File: src/rtl/uart_pkg.sv
// Shared types and register-map constants for the memory-mapped UART transmitter.
package uart_pkg;

  typedef enum logic [2:0] {
    StIdle,
    StStart,
    StData,
    StParity,
    StStop
  } uart_state_e;

  localparam logic [31:0] TXDATA_OFF = 32'd0;
  localparam logic [31:0] STATUS_OFF = 32'd4;

  localparam int unsigned ST_FULL   = 0;
  localparam int unsigned ST_EMPTY  = 1;
  localparam int unsigned ST_ACTIVE = 2;
  localparam int unsigned ST_OVF    = 3;

endpackage

File: src/rtl/fifo_sync.sv
// Single-clock FIFO. A push into a full FIFO is accepted when a pop happens in the same cycle.
module fifo_sync #(
  parameter int unsigned WIDTH = 8,
  parameter int unsigned DEPTH = 4
) (
  input  logic             clk,
  input  logic             reset,
  input  logic             push,
  input  logic [WIDTH-1:0] push_data,
  input  logic             pop,
  output logic [WIDTH-1:0] pop_data,
  output logic             full,
  output logic             empty
);

  localparam int unsigned AW = $clog2(DEPTH);

  logic [WIDTH-1:0] mem [DEPTH];
  logic [AW-1:0]    wptr;
  logic [AW-1:0]    rptr;
  logic [AW:0]      count;
  logic             do_push;
  logic             do_pop;

  assign full     = count == (AW+1)'(DEPTH);
  assign empty    = count == '0;
  assign do_pop   = pop && !empty;
  assign do_push  = push && (!full || do_pop);
  assign pop_data = mem[rptr];

  always_ff @(posedge clk) begin
    if (reset) begin
      wptr  <= '0;
      rptr  <= '0;
      count <= '0;
    end else begin
      if (do_push) wptr <= wptr + AW'(1);
      if (do_pop)  rptr <= rptr + AW'(1);
      case ({do_push, do_pop})
        2'b10:   count <= count + (AW+1)'(1);
        2'b01:   count <= count - (AW+1)'(1);
        default: ;
      endcase
    end
  end

  always_ff @(posedge clk) begin
    if (do_push) mem[wptr] <= push_data;
  end

endmodule

File: src/rtl/uart_tx_mmio.sv
// Memory-mapped 8N1 UART transmitter with byte FIFO and combinational status read.
// Define UART_TX_PARITY_EN to insert an even-parity bit between data and stop.
module uart_tx_mmio
  import uart_pkg::*;
#(
  parameter int unsigned CLKS_PER_BIT = 16,
  parameter int unsigned FIFO_DEPTH   = 4,
  parameter logic [31:0] BASE_ADDR    = 32'h0000_0400
) (
  input  logic        clk,
  input  logic        reset,
  input  logic        we,
  input  logic [31:0] a,
  input  logic [31:0] wd,
  output logic [31:0] rd,
  output logic        tx
);

  localparam int unsigned   BW       = $clog2(CLKS_PER_BIT);
  localparam logic [BW-1:0] BaudLast = BW'(CLKS_PER_BIT - 1);

  uart_state_e   state;
  logic [BW-1:0] baud;
  logic [2:0]    bit_idx;
  logic [7:0]    shift;
  logic          ovf;

  logic          sel_data;
  logic          sel_status;
  logic          push;
  logic          pop;
  logic          full;
  logic          empty;
  logic          active;
  logic          baud_done;
  logic [7:0]    pop_data;
  logic          unused_wd;

  assign sel_data   = a == BASE_ADDR + TXDATA_OFF;
  assign sel_status = a == BASE_ADDR + STATUS_OFF;
  assign push       = we && sel_data;
  assign baud_done  = baud == BaudLast;
  assign active     = state != StIdle;
  // Pop either from idle or on the final stop cycle so frames run back to back.
  assign pop        = !empty && (state == StIdle || (state == StStop && baud_done));
  assign unused_wd  = ^wd[31:8];

  fifo_sync #(
    .WIDTH(8),
    .DEPTH(FIFO_DEPTH)
  ) u_fifo (
    .clk      (clk),
    .reset    (reset),
    .push     (push),
    .push_data(wd[7:0]),
    .pop      (pop),
    .pop_data (pop_data),
    .full     (full),
    .empty    (empty)
  );

  always_comb begin
    rd = '0;
    if (sel_status) begin
      rd[ST_FULL]   = full;
      rd[ST_EMPTY]  = empty;
      rd[ST_ACTIVE] = active;
      rd[ST_OVF]    = ovf;
    end
  end

  always_ff @(posedge clk) begin
    if (reset) begin
      ovf <= 1'b0;
    end else if (push && full && !pop) begin
      ovf <= 1'b1;
    end else if (we && sel_status && wd[ST_OVF]) begin
      ovf <= 1'b0;
    end
  end

`ifdef UART_TX_PARITY_EN
  logic parity;

  always_ff @(posedge clk) begin
    if (reset) begin
      parity <= 1'b0;
    end else if (pop) begin
      parity <= ^pop_data;
    end
  end
`endif

  always_ff @(posedge clk) begin
    if (reset) begin
      state   <= StIdle;
      baud    <= '0;
      bit_idx <= '0;
      shift   <= '0;
      tx      <= 1'b1;
    end else begin
      unique case (state)
        StIdle: begin
          baud    <= '0;
          bit_idx <= '0;
          tx      <= 1'b1;
          if (pop) begin
            shift <= pop_data;
            state <= StStart;
            tx    <= 1'b0;
          end
        end
        StStart: begin
          if (baud_done) begin
            baud  <= '0;
            state <= StData;
            tx    <= shift[0];
          end else begin
            baud <= baud + BW'(1);
          end
        end
        StData: begin
          if (baud_done) begin
            baud <= '0;
            if (bit_idx == 3'd7) begin
`ifdef UART_TX_PARITY_EN
              state <= StParity;
              tx    <= parity;
`else
              state <= StStop;
              tx    <= 1'b1;
`endif
            end else begin
              bit_idx <= bit_idx + 3'd1;
              shift   <= {1'b0, shift[7:1]};
              tx      <= shift[1];
            end
          end else begin
            baud <= baud + BW'(1);
          end
        end
`ifdef UART_TX_PARITY_EN
        StParity: begin
          if (baud_done) begin
            baud  <= '0;
            state <= StStop;
            tx    <= 1'b1;
          end else begin
            baud <= baud + BW'(1);
          end
        end
`endif
        StStop: begin
          if (baud_done) begin
            baud    <= '0;
            bit_idx <= '0;
            if (pop) begin
              shift <= pop_data;
              state <= StStart;
              tx    <= 1'b0;
            end else begin
              state <= StIdle;
              tx    <= 1'b1;
            end
          end else begin
            baud <= baud + BW'(1);
          end
        end
        default: begin
          state <= StIdle;
          tx    <= 1'b1;
        end
      endcase
    end
  end

endmodule
File: config.mk
export PLATFORM = sky130hd
export DESIGN_NAME = uart_tx_mmio
export DESIGN_NICKNAME = d
export VERILOG_FILES = /design/src/rtl/uart_pkg.sv /design/src/rtl/fifo_sync.sv /design/src/rtl/uart_tx_mmio.sv
export SDC_FILE = /design/constraint.sdc
export NUM_CORES = 1
export LEC_CHECK = 0
export CAP_MARGIN = 20
export CORE_MARGIN = 8
export CORE_UTILIZATION = 50
export DETAILED_ROUTE_END_ITERATION = 10
export HOLD_SLACK_MARGIN = 0.15
export PLACE_DENSITY = 0.86
export SYNTH_ARGS = -nofsm -noshare
export SYNTH_HDL_FRONTEND = slang
export SYNTH_SLANG_ARGS = --single-unit
File: constraint.sdc
create_clock -name clk -period 8.3 [get_ports clk]
set_clock_uncertainty 0.1 [all_clocks]
set_input_delay 2.075 -clock clk [delete_from_list [all_inputs] [get_ports clk]]
set_output_delay 2.075 -clock clk [all_outputs]
set_load 0.05 [all_outputs]
# Yosys cells after proc, flatten, opt, wreduce, memory -nomap -nowiden
# Memory sizes are Yosys's and may differ from the RTL's. A register that Yosys moved wholly into a read port is not among the register bits.
# Index checks and enable logic that the tools add are counted.
dict set report totals {
  regBits 27
  ramBits 32
  output_inout_bits 33
  wordCells 89
  memories 1
}
dict set report classes {
  addsub 6
  n_eq_ne 16
  muxes 32
  reduce_logical 25
}
# name words word_bits read_ports rd_ports_with_merged_regs wr line_no
set mem_list {}
lappend mem_list {u_fifo.mem 4 8 1 1 1 fifo_sync.sv:18} ;# logic [WIDTH-1:0] mem [DEPTH];
# cell n
set op_table {}
lappend op_table {{equality test 32 x 11 -> 1 bit, second input constant} 2}
lappend op_table {{two-way mux 8 bit} 4}
lappend op_table {{two-way mux 3 bit} 8}
lappend op_table {{case mux 8 bit (3 select lines)} 1}
lappend op_table {{inequality test 2 bit, second input constant} 6}
lappend op_table {{case mux 3 bit (4 select lines)} 1}
lappend op_table {{two-way mux 1 bit} 10}
lappend op_table {{equality test 3 bit, second input constant} 3}
lappend op_table {{logical AND 1 bit} 9}
lappend op_table {{case mux 3 bit (3 select lines)} 1}
lappend op_table {{two-way mux 4 bit} 2}
lappend op_table {{case mux 4 bit (2 select lines)} 1}
lappend op_table {{adder 3 x 1 -> 3 bit, second input constant} 2}
lappend op_table {{zero test 3 bit} 2}
lappend op_table {{case mux 3 bit (2 select lines)} 1}
lappend op_table {{nonzero test 2 bit} 3}
lappend op_table {{nonzero test 3 bit} 2}
lappend op_table {{AND reduction 5 bit} 1}
lappend op_table {{adder 2 x 1 -> 2 bit, second input constant} 2}
lappend op_table {{adder 4 x 1 -> 4 bit, second input constant} 1}
lappend op_table {{equality test 4 bit, second input constant} 1}
lappend op_table {{two-way mux 2 bit} 2}
lappend op_table {{case mux 1 bit (4 select lines)} 1}
lappend op_table {{AND reduction 4 bit} 1}
lappend op_table {{9 further kinds} 12}

# Longest topological paths before layout
# Gate-level depths: netlist (run 1).
dict set report logic_depth {
  depth_word 9
  ltp_mapped 12
}

# Modules after synthesis
# Synthesis (run 1) repeated with hierarchy kept, for this count alone.
dict set report hier_totals {
  cells_unflattened 274
  hier_area_um2 3190.6
}
# mod instances cells_each area_each_um2
set by_module_without_submodules {}
lappend by_module_without_submodules {fifo_sync 1 96 1645.3}
lappend by_module_without_submodules {uart_tx_mmio 1 178 1545.2}

# Worst setup path after synthesis (run 1)
# Ideal clock, no wire load.
dict set report synth_path {
  kind {input port to output port}
  startpoint {in a[8]}
  endpoint {out rd[0]}
  t_arrival_ps 3527
  t_required_ps 6125
  path_slack_ps 2598
  stages 5
  path_buffers 0
  cell_sequence {nor4b_1 -> nand4_1 -> nor2_1 -> nand2_1 -> nor2_1}
}
dict set report synth_via {
  elab_chain_len 2
}
# element line_no
set synth_lines {}
lappend synth_lines {{start: declaration} uart_tx_mmio.sv:13} ;# input logic [31:0] a,
lappend synth_lines {{equality test 32 x 11 -> 1 bit} uart_tx_mmio.sv:40} ;# assign sel_status = a == BASE_ADDR + STATUS_OFF;
lappend synth_lines {{two-way mux 4 bit} uart_tx_mmio.sv:64} ;# if (sel_status) begin
lappend synth_lines {{end: declaration} uart_tx_mmio.sv:15} ;# output logic [31:0] rd,
# No other way between the ends.

# Worst setup path after layout (run 1)
dict set report layout_path {
  startpoint {in a[8]}
  endpoint {out rd[2]}
}
# Same word-level chain as after synthesis.

==> results of run 1 <==
[metal layers]
layer	part of all wire, %	up-vias	GRT usage (%)
met4	1.5	0	6.76
met1	40	984	15.6
li1	-	1002	-
met5	0	-	0
met2	50	84	23.7
met3	9.0	10	5.16
[power groups by stage]
stage	combinational, mW	sequential, mW	clock (mW)
global route	0.0574	0.316	0.267
global placement	0.0521	0.323	0
finish	0.0548	0.316	0.249
floorplan	0.0407	0.323	0
detailed placement	0.0527	0.323	0
CTS	0.0528	0.316	0.254
[worst min-delay path: cells and delay by family, from the launching register on]
| family | cells | cell delay [ns] |
|---|---|---|
| AO/OA/AOI/OAI | 1 | 0.06 |
| AND/OR/NAND/NOR | 1 | 0.05 |
| flip-flops | 1 | 0.31 |
[final cells by class]
cell class / instances / area share [%]
Sequential cell: 61 / 41.6
Multi-Input combinational cell: 183 / 36.6
Inverter: 8 / 0.811
Clock inverter: 7 / 1.69
Tap cell: 75 / 2.53
Timing Repair Buffer: 48 / 13.4
Clock buffer: 9 / 3.34
[worst min path at each step]
stage	endpoint	cells past startpoint	slack [ns]	from
2_1_floorplan	shift[7]	2	0.33	shift[7]
3_5_place_dp	shift[7]	2	0.36	shift[7]
5_1_grt	shift[7]	2	0.42	shift[7]
6_report	shift[7]	2	0.36	shift[7]
4_1_cts	shift[7]	2	0.37	shift[7]
3_3_place_gp	shift[7]	2	0.34	shift[7]
[sequential cells by signal, indices dropped and copies added, names as in the netlist, named ones only]
register,count
ovf,1
tx,1
state,3
u_fifo.mem,32
u_fifo.rptr,2
baud,4
bit_idx,3
u_fifo.wptr,2
u_fifo.count,3
shift,8
[layout by cell type, fill, tap and decap left out, types with 2 or more instances in the layout]
master | synthesis | final
a211oi_1 | 2 | 2
a21oi_1 | 12 | 12
a22oi_1 | 2 | 2
a31oi_1 | 3 | 3
and2_1 | 4 | 4
and3_1 | 2 | 2
clkbuf_8 | 0 | 9
clkdlybuf4s50_1 | 0 | 47
clkinv_4 | 0 | 2
conb_1 | 1 | 28
dfxtp_1 | 29 | 29
edfxtp_1 | 32 | 32
ha_1 | 8 | 8
inv_1 | 8 | 8
inv_6 | 0 | 3
maj3_1 | 2 | 2
mux2_2 | 6 | 6
mux2i_1 | 8 | 8
mux4_2 | 8 | 8
nand2_1 | 10 | 10
nand2b_1 | 3 | 3
nand3_1 | 3 | 3
nand4_1 | 2 | 2
nand4b_1 | 2 | 2
nor2_1 | 32 | 32
nor3_1 | 4 | 4
nor4_1 | 7 | 7
o21ai_0 | 3 | 3
or3_1 | 2 | 2
or3b_1 | 2 | 2
xnor2_1 | 2 | 2
xor2_1 | 3 | 3
[stage by stage]
step	cells	setup WS, ns
3_5_place_dp	374	1.75
5_1_grt	391	1.45
6_report	391	1.76
3_3_place_gp	374	1.79
2_1_floorplan	290	2.60
4_1_cts	390	1.74
[cell families after synthesis]
group,after synthesis,synth area share [%]
muxes,22,10.6
other,1,0.122
and+or+nand+nor,85,15.6
adders and majority gates,11,4.55
DFF,61,50.0
buffers and inverters,46,9.33
xor gates and xnor gates,5,1.42
AOI/OAI and AO/OA,32,8.36
==> Implementation_results.wiki, run 1 <==
{| class="wikitable"
! Metric !! Value
|-
| Top post-synthesis cells by area || edfxtp_1 (31%), dfxtp_1 (19%), buf_4 (6.8%), mux4_2 (5.8%), nor2_1 (3.9%)
|-
| Share of the core filled with cells in the final layout || 62.2%
|-
| Number of vias per cell || 5.32
|-
| Overall via count from detail_route || 2080
|-
| Count of final setup violators || 0
|-
| Reg power frac || 51.0%
|-
| Sequential share of the synthesized area || 50.0%
|-
| Number of instances in the synthesized netlist || 263
|-
| Clock network fraction of total power || 40.2%
|-
| Number of placement rows || 28
|-
| Final hold violations || 0
|-
| Total Nets Final || 387
|-
| Post-route fraction of the period consumed by the critical path || 78.8%
|-
| Buffer cell driving the clock tree root || clkbuf_8
|-
| Cells along the critical path || clkdlybuf4s50_1 > nor4b_1 > nand4_1 > nor2_1 > nand2_1 > nor2_1 > clkdlybuf4s50_1
|-
| Per-cell routed wire length || 15.2 um
|-
| Maximum ir drop on the vdd rail || 137 uV
|-
| Share of cells above drive strength 1 || 12.7%
|-
| Share of synthesized registers carrying an async set or reset || 0%
|-
| Crit path buf inv count || 2
|-
| Filler instances || 465
|-
| Via count of the first global-routing pass || 2099
|-
| DRT iter0 DRCs || 103
|-
| Tmin final || 6.54 ns
|-
| Dominant delay contributor by cell family on the critical path || buffers and inverters
|-
| Total power density per cell area || 167 nW/um^2
|-
| Library cell occupying the most area in the post-synthesis netlist || edfxtp_1
|-
| Number of antenna violations at the first check in global routing || 0
|-
| Int Pwr || 450 uW
|-
| Number of I/O port buffers || 47
|-
| Placeable core region || 5960 um^2
|-
| Type of element launching the critical path || input pin
|-
| Worst relative slew slack || 58.0%
|-
| Launching point of the worst reg2reg path || state[0]
|-
| Max incr delay on CP || 0.82 ns
|-
| Net switching power || 170 uW
|-
| Worst reg2reg setup slack || 5.20 ns
|-
| Post-synthesis sequential element count || 61
|-
| Sinks on Clock Net || 61
|-
| Reg2reg end || u_fifo.count[2]
|-
| Total congestion overflow after global routing || 0
|-
| Sw Share || 27.5%
|-
| Element type at the critical path end || output pin
|-
| Number of primary I/O pins || 100
|-
| Total count of max-transition violations in the final report || 0
|-
| Sum of net half-perimeters after detailed placement || 4380 um
|-
| First-pass iteration count of the detailed router || 4
|-
| Relative area change from synthesis to final layout || 20.2%
|-
| Overall global routing resource usage || 14.1%
|-
| H-tree level count || 3
|-
| Top-area cell type share of the netlist area || 31.2%
|-
| Cell depth of the worst flop-to-flop path || 11
|-
| Setup TNS || 0 ns
|-
| X dimension of the die || 94.5 um
|-
| Insertion delay to the later sink of the worst-skew pair || 0.35 ns
|-
| Die span in y || 94.5 um
|-
| Post-Layout Inst Area || 3700 um^2
|-
| Post-synth top flop || edfxtp_1
|-
| Share of total power in combinational logic || 8.8%
|-
| Instance area at placement || 3490 um^2
|-
| Count of instances resized after the clock tree is built || 0
|-
| Max Buffers Root-to-Sink || 2
|-
| CP Data Required Time || 6.12 ns
|-
| Total setup buffers inserted after CTS || 0
|-
| Worst path arrival time || 4.36 ns
|-
| Die area || 8930 um^2
|-
| Count of yosys warnings during synthesis || 0
|-
| Summed instance area of the synthesized netlist || 3080 um^2
|-
| Maximum clock frequency || 0.153 GHz
|-
| Slew of the pin with the lowest slew margin || 0.629 ns
|-
| Total length of routed wires || 5940 um
|-
| Worst Path Class, Setup || input pin to output pin
|-
| Maximum capacitance violations || 0
|-
| Hold Buf Count CTS || 0
|-
| Diodes inserted || 0
|-
| Setup repair after global routing missed its margin || false
|-
| Number of unique standard cell types used by synthesis || 57
|-
| Register area || 1540 um^2
|-
| Capturing instance or port of the critical path || rd[2]
|-
| Final GP Congestion || 0.743
|-
| Number of enable flip-flop cells after synthesis || 32
|-
| Max Fanout on Critical Path || 4
|-
| Multi-input combinational cell area || 1360 um^2
|-
| Detail Route Antenna Nets || 0
|-
| Starting density of the core || 51.8%
|-
| Critical path startpoint || a[8]
|-
| Outcome || finished clean
|-
| Pin count of the biggest net entering global routing || 30
|-
| Ranking of synthesized cells by instance count || edfxtp_1 (32), nor2_1 (32), dfxtp_1 (29)
|-
| Global-route wire length before repair || 9860 um
|-
| Number of CTS-inserted buffers || 9
|-
| Number of design rule violations left after detail routing || 0
|-
| Clock tree from TritonCTS || yes
|-
| Clock slew at the register clock pins of the worst setup and hold paths || 0.07 ns
|-
| Leakage || 1.32 nW
|-
| Worst hold margin || 0.362 ns
|-
| Worst path slowest cell || clkdlybuf4s50_1
|-
| Post-Syn Area per Cell || 11.7 um^2
|-
| Total Power || 620 uW
|-
| Min-delay worst type || flop to flop
|-
| Crit. path cell count || 7
|}
No activity file was read; power rests on OpenSTA's default activity.
==> inputs of run 2 (changes only) <==
--- a/config.mk
+++ b/config.mk
@@ -7,10 +7,10 @@
 export LEC_CHECK = 0
 export CAP_MARGIN = 20
 export CORE_MARGIN = 8
-export CORE_UTILIZATION = 50
+export CORE_UTILIZATION = 42
 export DETAILED_ROUTE_END_ITERATION = 10
 export HOLD_SLACK_MARGIN = 0.15
-export PLACE_DENSITY = 0.86
+export PLACE_DENSITY = 0.77
 export SYNTH_ARGS = -nofsm -noshare
 export SYNTH_HDL_FRONTEND = slang
 export SYNTH_SLANG_ARGS = --single-unit
==> constraint.sdc (replaced) <==
create_clock -name clk -period 5.7 [get_ports clk]
set_clock_uncertainty 0.1 [all_clocks]
set_input_delay 1.425 -clock clk [delete_from_list [all_inputs] [get_ports clk]]
set_output_delay 1.425 -clock clk [all_outputs]
set_load 0.05 [all_outputs]
==> Implementation_results.wiki, run 2 (synthesis gave the netlist of run 1 again) <==
{| class="wikitable"
! Metric !! Value
|-
| Capturing instance or port of the critical path || rd[2] (unchanged)
|-
| Critical path startpoint || a[13] (was a[8])
|-
| Worst reg2reg setup slack || 2.58 ns (was 5.20 ns)
|-
| Buffer cell driving the clock tree root || clkbuf_8 (unchanged)
|-
| Tmin final || 5.23 ns
|-
| Number of primary I/O pins || 100 (unchanged)
|-
| Global-route wire length before repair || 9520 um (was 9860 um)
|-
| Number of flip-flops under the largest register name || 32 (unchanged)
|-
| Maximum ir drop on the vdd rail || 213 uV (was 137 uV)
|-
| Worst path arrival time || 3.71 ns (was 4.36 ns)
|-
| Total setup buffers inserted after CTS || 0 (unchanged)
|-
| Type of element launching the critical path || input pin (unchanged)
|-
| Most common cell after layout, fill and taps aside || clkdlybuf4s50_1 (unchanged)
|-
| Total count of max-transition violations in the final report || 0 (unchanged)
|-
| Count of final setup violators || 0 (unchanged)
|-
| Slew of the pin with the lowest slew margin || 1.08 ns (was 0.629 ns)
|-
| DRT iter0 DRCs || 58 (was 103)
|-
| Count of instances resized after the clock tree is built || 0 (unchanged)
|-
| Via count of the first global-routing pass || 2139 (was 2099)
|-
| Int Pwr || 692 uW (was 450 uW)
|-
| Post-route fraction of the period consumed by the critical path || 91.8%
|-
| Die span in y || 102 um (was 94.5 um)
|-
| Hold Buf Count CTS || 0 (unchanged)
|-
| Setup repair after global routing missed its margin || false (unchanged)
|-
| Sinks on Clock Net || 61 (unchanged)
|-
| Number of placement rows || 31 (was 28)
|-
| Total length of routed wires || 5720 um (was 5940 um)
|-
| Share of total power in combinational logic || 8.5% (was 8.8%)
|-
| Overall via count from detail_route || 2046 (was 2080)
|-
| Number of I/O port buffers || 47 (unchanged)
|-
| Most used cells in the layout excluding fill and tap cells || clkdlybuf4s50_1 (47), nor2_1 (32), edfxtp_1 (32) (unchanged)
|-
| Met1 track utilization from global routing || 12.4% (was 15.6%)
|-
| H-tree level count || 3 (unchanged)
|-
| Detail Route Antenna Nets || 0 (unchanged)
|-
| CP Data Required Time || 4.18 ns (was 6.12 ns)
|-
| Number of antenna violations at the first check in global routing || 0 (unchanged)
|-
| Cell depth of the worst flop-to-flop path || 11 (unchanged)
|-
| Max Fanout on Critical Path || 4 (unchanged)
|-
| Net switching power || 223 uW (was 170 uW)
|-
| Share of the core filled with cells in the final layout || 51.8% (was 62.2%)
|-
| Worst relative slew slack || 27.5% (was 58.0%)
|-
| Relative area change from synthesis to final layout || 20.7% (was 20.2%)
|-
| Setup TNS || 0 ns (unchanged)
|-
| Number of vias per cell || 4.94 (was 5.32)
|-
| Total Nets Final || 386 (was 387)
|-
| Starting density of the core || 43.0% (was 51.8%)
|-
| Total congestion overflow after global routing || 0 (unchanged)
|-
| Diodes inserted || 0 (unchanged)
|-
| Leakage || 1.31 nW (was 1.32 nW)
|-
| Global Route met3 Usage || 5.36% (was 5.16%)
|-
| Clock network fraction of total power || 41.1% (was 40.2%)
|-
| Die area || 10300 um^2 (was 8930 um^2)
|-
| Clock tree from TritonCTS || yes (unchanged)
|-
| Reg power frac || 50.4% (was 51.0%)
|-
| Number of design rule violations left after detail routing || 0 (unchanged)
|-
| Worst Path Class, Setup || input pin to output pin (unchanged)
|-
| Insertion delay to the later sink of the worst-skew pair || 0.33 ns (was 0.35 ns)
|-
| Min-delay worst type || flop to flop (unchanged)
|-
| Outcome || finished clean (unchanged)
|-
| Share of cells above drive strength 1 || 12.1% (was 12.7%)
|-
| Sw Share || 24.4% (was 27.5%)
|-
| Overall global routing resource usage || 11.7% (was 14.1%)
|-
| Most flops, register || u_fifo.mem (unchanged)
|-
| Maximum clock frequency || 0.191 GHz
|-
| Maximum capacitance violations || 0 (unchanged)
|-
| Met2 layer usage reported by global route || 20.2% (was 23.7%)
|-
| Sum of net half-perimeters after detailed placement || 4230 um (was 4380 um)
|-
| Final hold violations || 0 (unchanged)
|-
| Clock slew at the register clock pins of the worst setup and hold paths || 0.07 ns (about the same)
|-
| Reg2reg end || u_fifo.count[2] (unchanged)
|-
| Max Buffers Root-to-Sink || 2 (unchanged)
|-
| Pin count of the biggest net entering global routing || 30 (unchanged)
|-
| Per-cell routed wire length || 13.8 um (was 15.2 um)
|-
| Placeable core region || 7180 um^2 (was 5960 um^2)
|-
| Launching point of the worst reg2reg path || state[2] (was state[0])
|-
| Element type at the critical path end || output pin (unchanged)
|-
| Total power density per cell area || 246 nW/um^2 (was 167 nW/um^2)
|-
| Number of CTS-inserted buffers || 9 (unchanged)
|-
| X dimension of the die || 102 um (was 94.5 um)
|-
| Final GP Congestion || 0.724 (was 0.743)
|-
| Biggest registers after layout || u_fifo.mem: 32 flops, shift: 8 flops, baud: 4 flops (unchanged)
|-
| First-pass iteration count of the detailed router || 4 (unchanged)
|-
| Gr busiest metal || met2 (unchanged)
|}
==> run 2: changes by cell type in the layout (fill, tap and decap cells not counted) <==
cell,previous run,this run
inv_6,3,1
buf_16,1,0
bufinv_16,0,1
clkbuf_1,0,1
clkinvlp_4,1,2
inv_8,1,0
==> run 2: layer usage <==
metal,vias to the layer above,part of all wire [%]
met1,969,41
li1,999,-
met2,70,48
met4,0,1.4
met5,-,0
met3,8,9.4
==> run 2: final cells by class <==
cell class                 instances  area, um^2
tap                               99         124
fill                             628        3460
clock inverter                     6        71.3
sequential                        61        1540
clock buffer                      10         128
multi-input combinational        183        1360
inverter                           8        30.0
timing repair buffer              47         470
==> run 2: per-stage QoR <==
stage / hold WS, ns / power, mW / instances / setup slack [ns] / area (um^2)
floorplan: 0.333 / 0.530 / 290 / 1.30 / 3180
global placement: 0.340 / 0.547 / 398 / 0.475 / 3520
detailed placement: 0.366 / 0.548 / 398 / 0.423 / 3520
CTS: 0.375 / 0.922 / 414 / 0.421 / 3720
global route: 0.397 / 0.945 / 414 / 0.153 / 3720
finish: 0.370 / 0.915 / 414 / 0.468 / 3720
==> run 2: power by group through the flow <==
stage,Combinational [mW],Sequential (mW),Clock [mW]
3_5_place_dp,0.0771,0.471,0
5_1_grt,0.0819,0.461,0.403
3_3_place_gp,0.0762,0.471,0
6_report,0.0777,0.461,0.376
4_1_cts,0.0772,0.461,0.384
2_1_floorplan,0.0593,0.471,0
==> run 2: worst min-delay path by stage <==
stage	startpoint	to	slack (ns)	cells past startpoint
final	shift[0]	shift[0]	0.37	2
after global routing	shift[7]	shift[7]	0.40	2
after CTS	shift[7]	shift[7]	0.38	2
after detailed placement	shift[0]	shift[0]	0.37	2
after global placement	shift[7]	shift[7]	0.34	2
after floorplan	shift[7]	shift[7]	0.33	2
==> run 2: worst max-delay path: stages <==
cell,delay (ns)
clkdlybuf4s50_1,0.40
nor4_1,0.30
nand4_1,0.23
nor2_1,0.27
nand2_1,0.15
nor2_1,0.12
clkdlybuf4s50_1,0.82
==> inputs of run 3 (changes only) <==
--- a/config.mk
+++ b/config.mk
@@ -5,8 +5,6 @@
 export SDC_FILE = /design/constraint.sdc
 export NUM_CORES = 1
 export LEC_CHECK = 0
-export CAP_MARGIN = 20
-export CORE_MARGIN = 8
 export CORE_UTILIZATION = 42
 export DETAILED_ROUTE_END_ITERATION = 10
 export HOLD_SLACK_MARGIN = 0.15
==> constraint.sdc (replaced) <==
create_clock -name clk -period 4.3 [get_ports clk]
set_clock_uncertainty 0.1 [all_clocks]
set_input_delay 1.075 -clock clk [delete_from_list [all_inputs] [get_ports clk]]
set_output_delay 1.075 -clock clk [all_outputs]
set_load 0.05 [all_outputs]
==> Implementation_results.wiki, run 3 (synthesis gave the netlist of run 1 again) <==
{| class="wikitable"
! Metric !! Value
|-
| Overall global routing resource usage || 15.3% (was 11.7%)
|-
| CP Data Required Time || 3.12 ns (was 4.18 ns)
|-
| Maximum clock frequency || 0.249 GHz
|-
| Biggest registers after layout || u_fifo.mem: 32 flops, shift: 8 flops, baud: 4 flops (unchanged)
|-
| Count of final setup violators || 0 (unchanged)
|-
| Register area || 1540 um^2 (unchanged)
|-
| Worst path arrival time || 2.84 ns (was 3.71 ns)
|-
| Slew of the pin with the lowest slew margin || 0.629 ns (was 1.08 ns)
|-
| Sinks on Clock Net || 61 (unchanged)
|-
| Share of total power in combinational logic || 8.8% (was 8.5%)
|-
| Share of cells above drive strength 1 || 13.9% (was 12.1%)
|-
| Type of element launching the critical path || input pin (unchanged)
|-
| Hold Buf Count CTS || 0 (unchanged)
|-
| Number of primary I/O pins || 100 (unchanged)
|-
| Diodes inserted || 0 (unchanged)
|-
| Total congestion overflow after global routing || 0 (unchanged)
|-
| Min-delay worst type || flop to flop (unchanged)
|-
| Insertion delay to the later sink of the worst-skew pair || 0.33 ns (about the same)
|-
| X dimension of the die || 87.7 um (was 102 um)
|-
| Number of placement rows || 30 (was 31)
|-
| Worst relative slew slack || 58.1% (was 27.5%)
|-
| Number of vias per cell || 4.92 (was 4.94)
|-
| Final hold violations || 0 (unchanged)
|-
| Final GP Congestion || 0.732 (was 0.724)
|-
| Relative area change from synthesis to final layout || 21.6% (was 20.7%)
|-
| Filler instances || 590 (was 628)
|-
| Via count of the first global-routing pass || 1960 (was 2139)
|-
| H-tree level count || 3 (unchanged)
|-
| Setup repair after global routing missed its margin || false (unchanged)
|-
| Placeable core region || 6940 um^2 (was 7180 um^2)
|-
| Hold path start || shift[7] (was shift[0])
|-
| Sw Share || 26.5% (was 24.4%)
|-
| Per-cell routed wire length || 12.5 um (was 13.8 um)
|-
| Total length of routed wires || 5160 um (was 5720 um)
|-
| Number of CTS-inserted buffers || 9 (unchanged)
|-
| Pin count of the biggest net entering global routing || 30 (unchanged)
|-
| Reg power frac || 52.1% (was 50.4%)
|-
| Count of instances resized after the clock tree is built || 0 (unchanged)
|-
| Most flops, register || u_fifo.mem (unchanged)
|-
| Clock network fraction of total power || 39.0% (was 41.1%)
|-
| Int Pwr || 862 uW (was 692 uW)
|-
| Total count of max-transition violations in the final report || 0 (unchanged)
|-
| Clock slew at the register clock pins of the worst setup and hold paths || 0.07 ns (about the same)
|-
| Setup TNS || 0 ns (unchanged)
|-
| Total power density per cell area || 313 nW/um^2 (was 246 nW/um^2)
|-
| Number of I/O port buffers || 47 (unchanged)
|-
| Overall via count from detail_route || 2027 (was 2046)
|-
| Sum of net half-perimeters after detailed placement || 3770 um (was 4230 um)
|-
| Buffer cell driving the clock tree root || clkbuf_8 (unchanged)
|-
| Total setup buffers inserted after CTS || 0 (unchanged)
|-
| DRT iter0 DRCs || 81 (was 58)
|-
| Worst reg2reg setup slack || 1.21 ns (was 2.58 ns)
|-
| Maximum ir drop on the vdd rail || 191 uV (was 213 uV)
|-
| Tmin final || 4.02 ns
|-
| Post-route fraction of the period consumed by the critical path || 93.4%
|-
| First-pass iteration count of the detailed router || 5 (was 4)
|-
| Launching point of the worst reg2reg path || state[0] (was state[2])
|-
| Total Power || 1.17 mW (was 915 uW)
|-
| Maximum capacitance violations || 0 (unchanged)
|-
| Number of design rule violations left after detail routing || 0 (unchanged)
|-
| Total Nets Final || 387 (was 386)
|-
| Starting density of the core || 44.4% (was 43.0%)
|-
| Multi-input combinational cell area || 1360 um^2 (unchanged)
|-
| Most common cell after layout, fill and taps aside || clkdlybuf4s50_1 (unchanged)
|-
| Die span in y || 87.7 um (was 102 um)
|-
| Net switching power || 310 uW (was 223 uW)
|-
| Detail Route Antenna Nets || 0 (unchanged)
|-
| Leakage || 1.33 nW (was 1.31 nW)
|-
| Die area || 7690 um^2 (was 10300 um^2)
|-
| Number of flip-flops under the largest register name || 32 (unchanged)
|-
| Most used cells in the layout excluding fill and tap cells || clkdlybuf4s50_1 (43), nor2_1 (32), edfxtp_1 (32) (was clkdlybuf4s50_1 (47), nor2_1 (32), edfxtp_1 (32))
|-
| Max Buffers Root-to-Sink || 2 (unchanged)
|-
| Max Fanout on Critical Path || 4 (unchanged)
|-
| Global-route wire length before repair || 9050 um (was 9520 um)
|-
| Number of antenna violations at the first check in global routing || 0 (unchanged)
|-
| Worst Path Class, Setup || input pin to output pin (unchanged)
|-
| Element type at the critical path end || output pin (unchanged)
|-
| Critical path startpoint || a[8] (was a[13])
|-
| Outcome || finished clean (unchanged)
|-
| Clock tree from TritonCTS || yes (unchanged)
|}
-- run 3: cell types whose count changed in the layout (fill, tap and decap cells not counted), sizes merged --
| cell | delta |
|---|---|
| clkbuf | -1 |
| bufinv | -1 |
| clkdlybuf4s50 | -4 |
| clkinv | +1 |
| buf | +5 |
| inv | +1 |
-- run 3: power groups by stage --
stage	clock [mW]	sequential [mW]	combinational [mW]
3_5_place_dp	0	0.624	0.103
5_1_grt	0.496	0.611	0.110
3_3_place_gp	0	0.624	0.102
6_report	0.457	0.611	0.103
4_1_cts	0.472	0.611	0.103
2_1_floorplan	0	0.624	0.0786
-- run 3: worst paths after layout --
kind                endpoint  cells after the start
max reg2reg  u_fifo.count[2]                     11
min reg2reg         shift[7]                      2
max                    rd[3]                      7
min                 shift[7]                      2
-- run 3: layout make-up --
cell class | count | share of cell area (%)
well taps | 96 | 3.21
flip-flops and latches | 61 | 41.1
inverters | 8 | 0.801
multi-input cells | 183 | 36.2
clock buffers | 9 | 3.31
repair buffers | 48 | 13.8
clock inverters | 7 | 1.57
-- run 3: per-layer routing --
layer / GRT usage, % / wire (um) / vias to the layer above
li1: - / - / 1000
met3: 4.24 / 256 / 0
met4: 4.92 / 0 / 0
met2: 25.7 / 2580 / 78
met1: 19.3 / 2320 / 949
met5: 0 / 0 / -
-- run 3: critical path: stages --
cell             delay (ns)
clkdlybuf4s50_1        0.40
nor4b_1                0.32
nand4_1                0.23
nor2_1                 0.26
nand2_1                0.16
nor2_1                 0.22
buf_12                 0.17
-- run 3: per-stage QoR --
step	setup slack (ns)	cell area [um^2]	hold WS (ns)	utilization, %	cells
after floorplan	0.598	3180	0.333	-	290
after global placement	0.270	3560	0.339	51.3	396
after detailed placement	0.273	3560	0.352	51.3	396
after CTS	0.255	3750	0.361	54.0	412
after global routing	0.0599	3750	0.393	54.0	412
final	0.284	3750	0.362	54.0	412
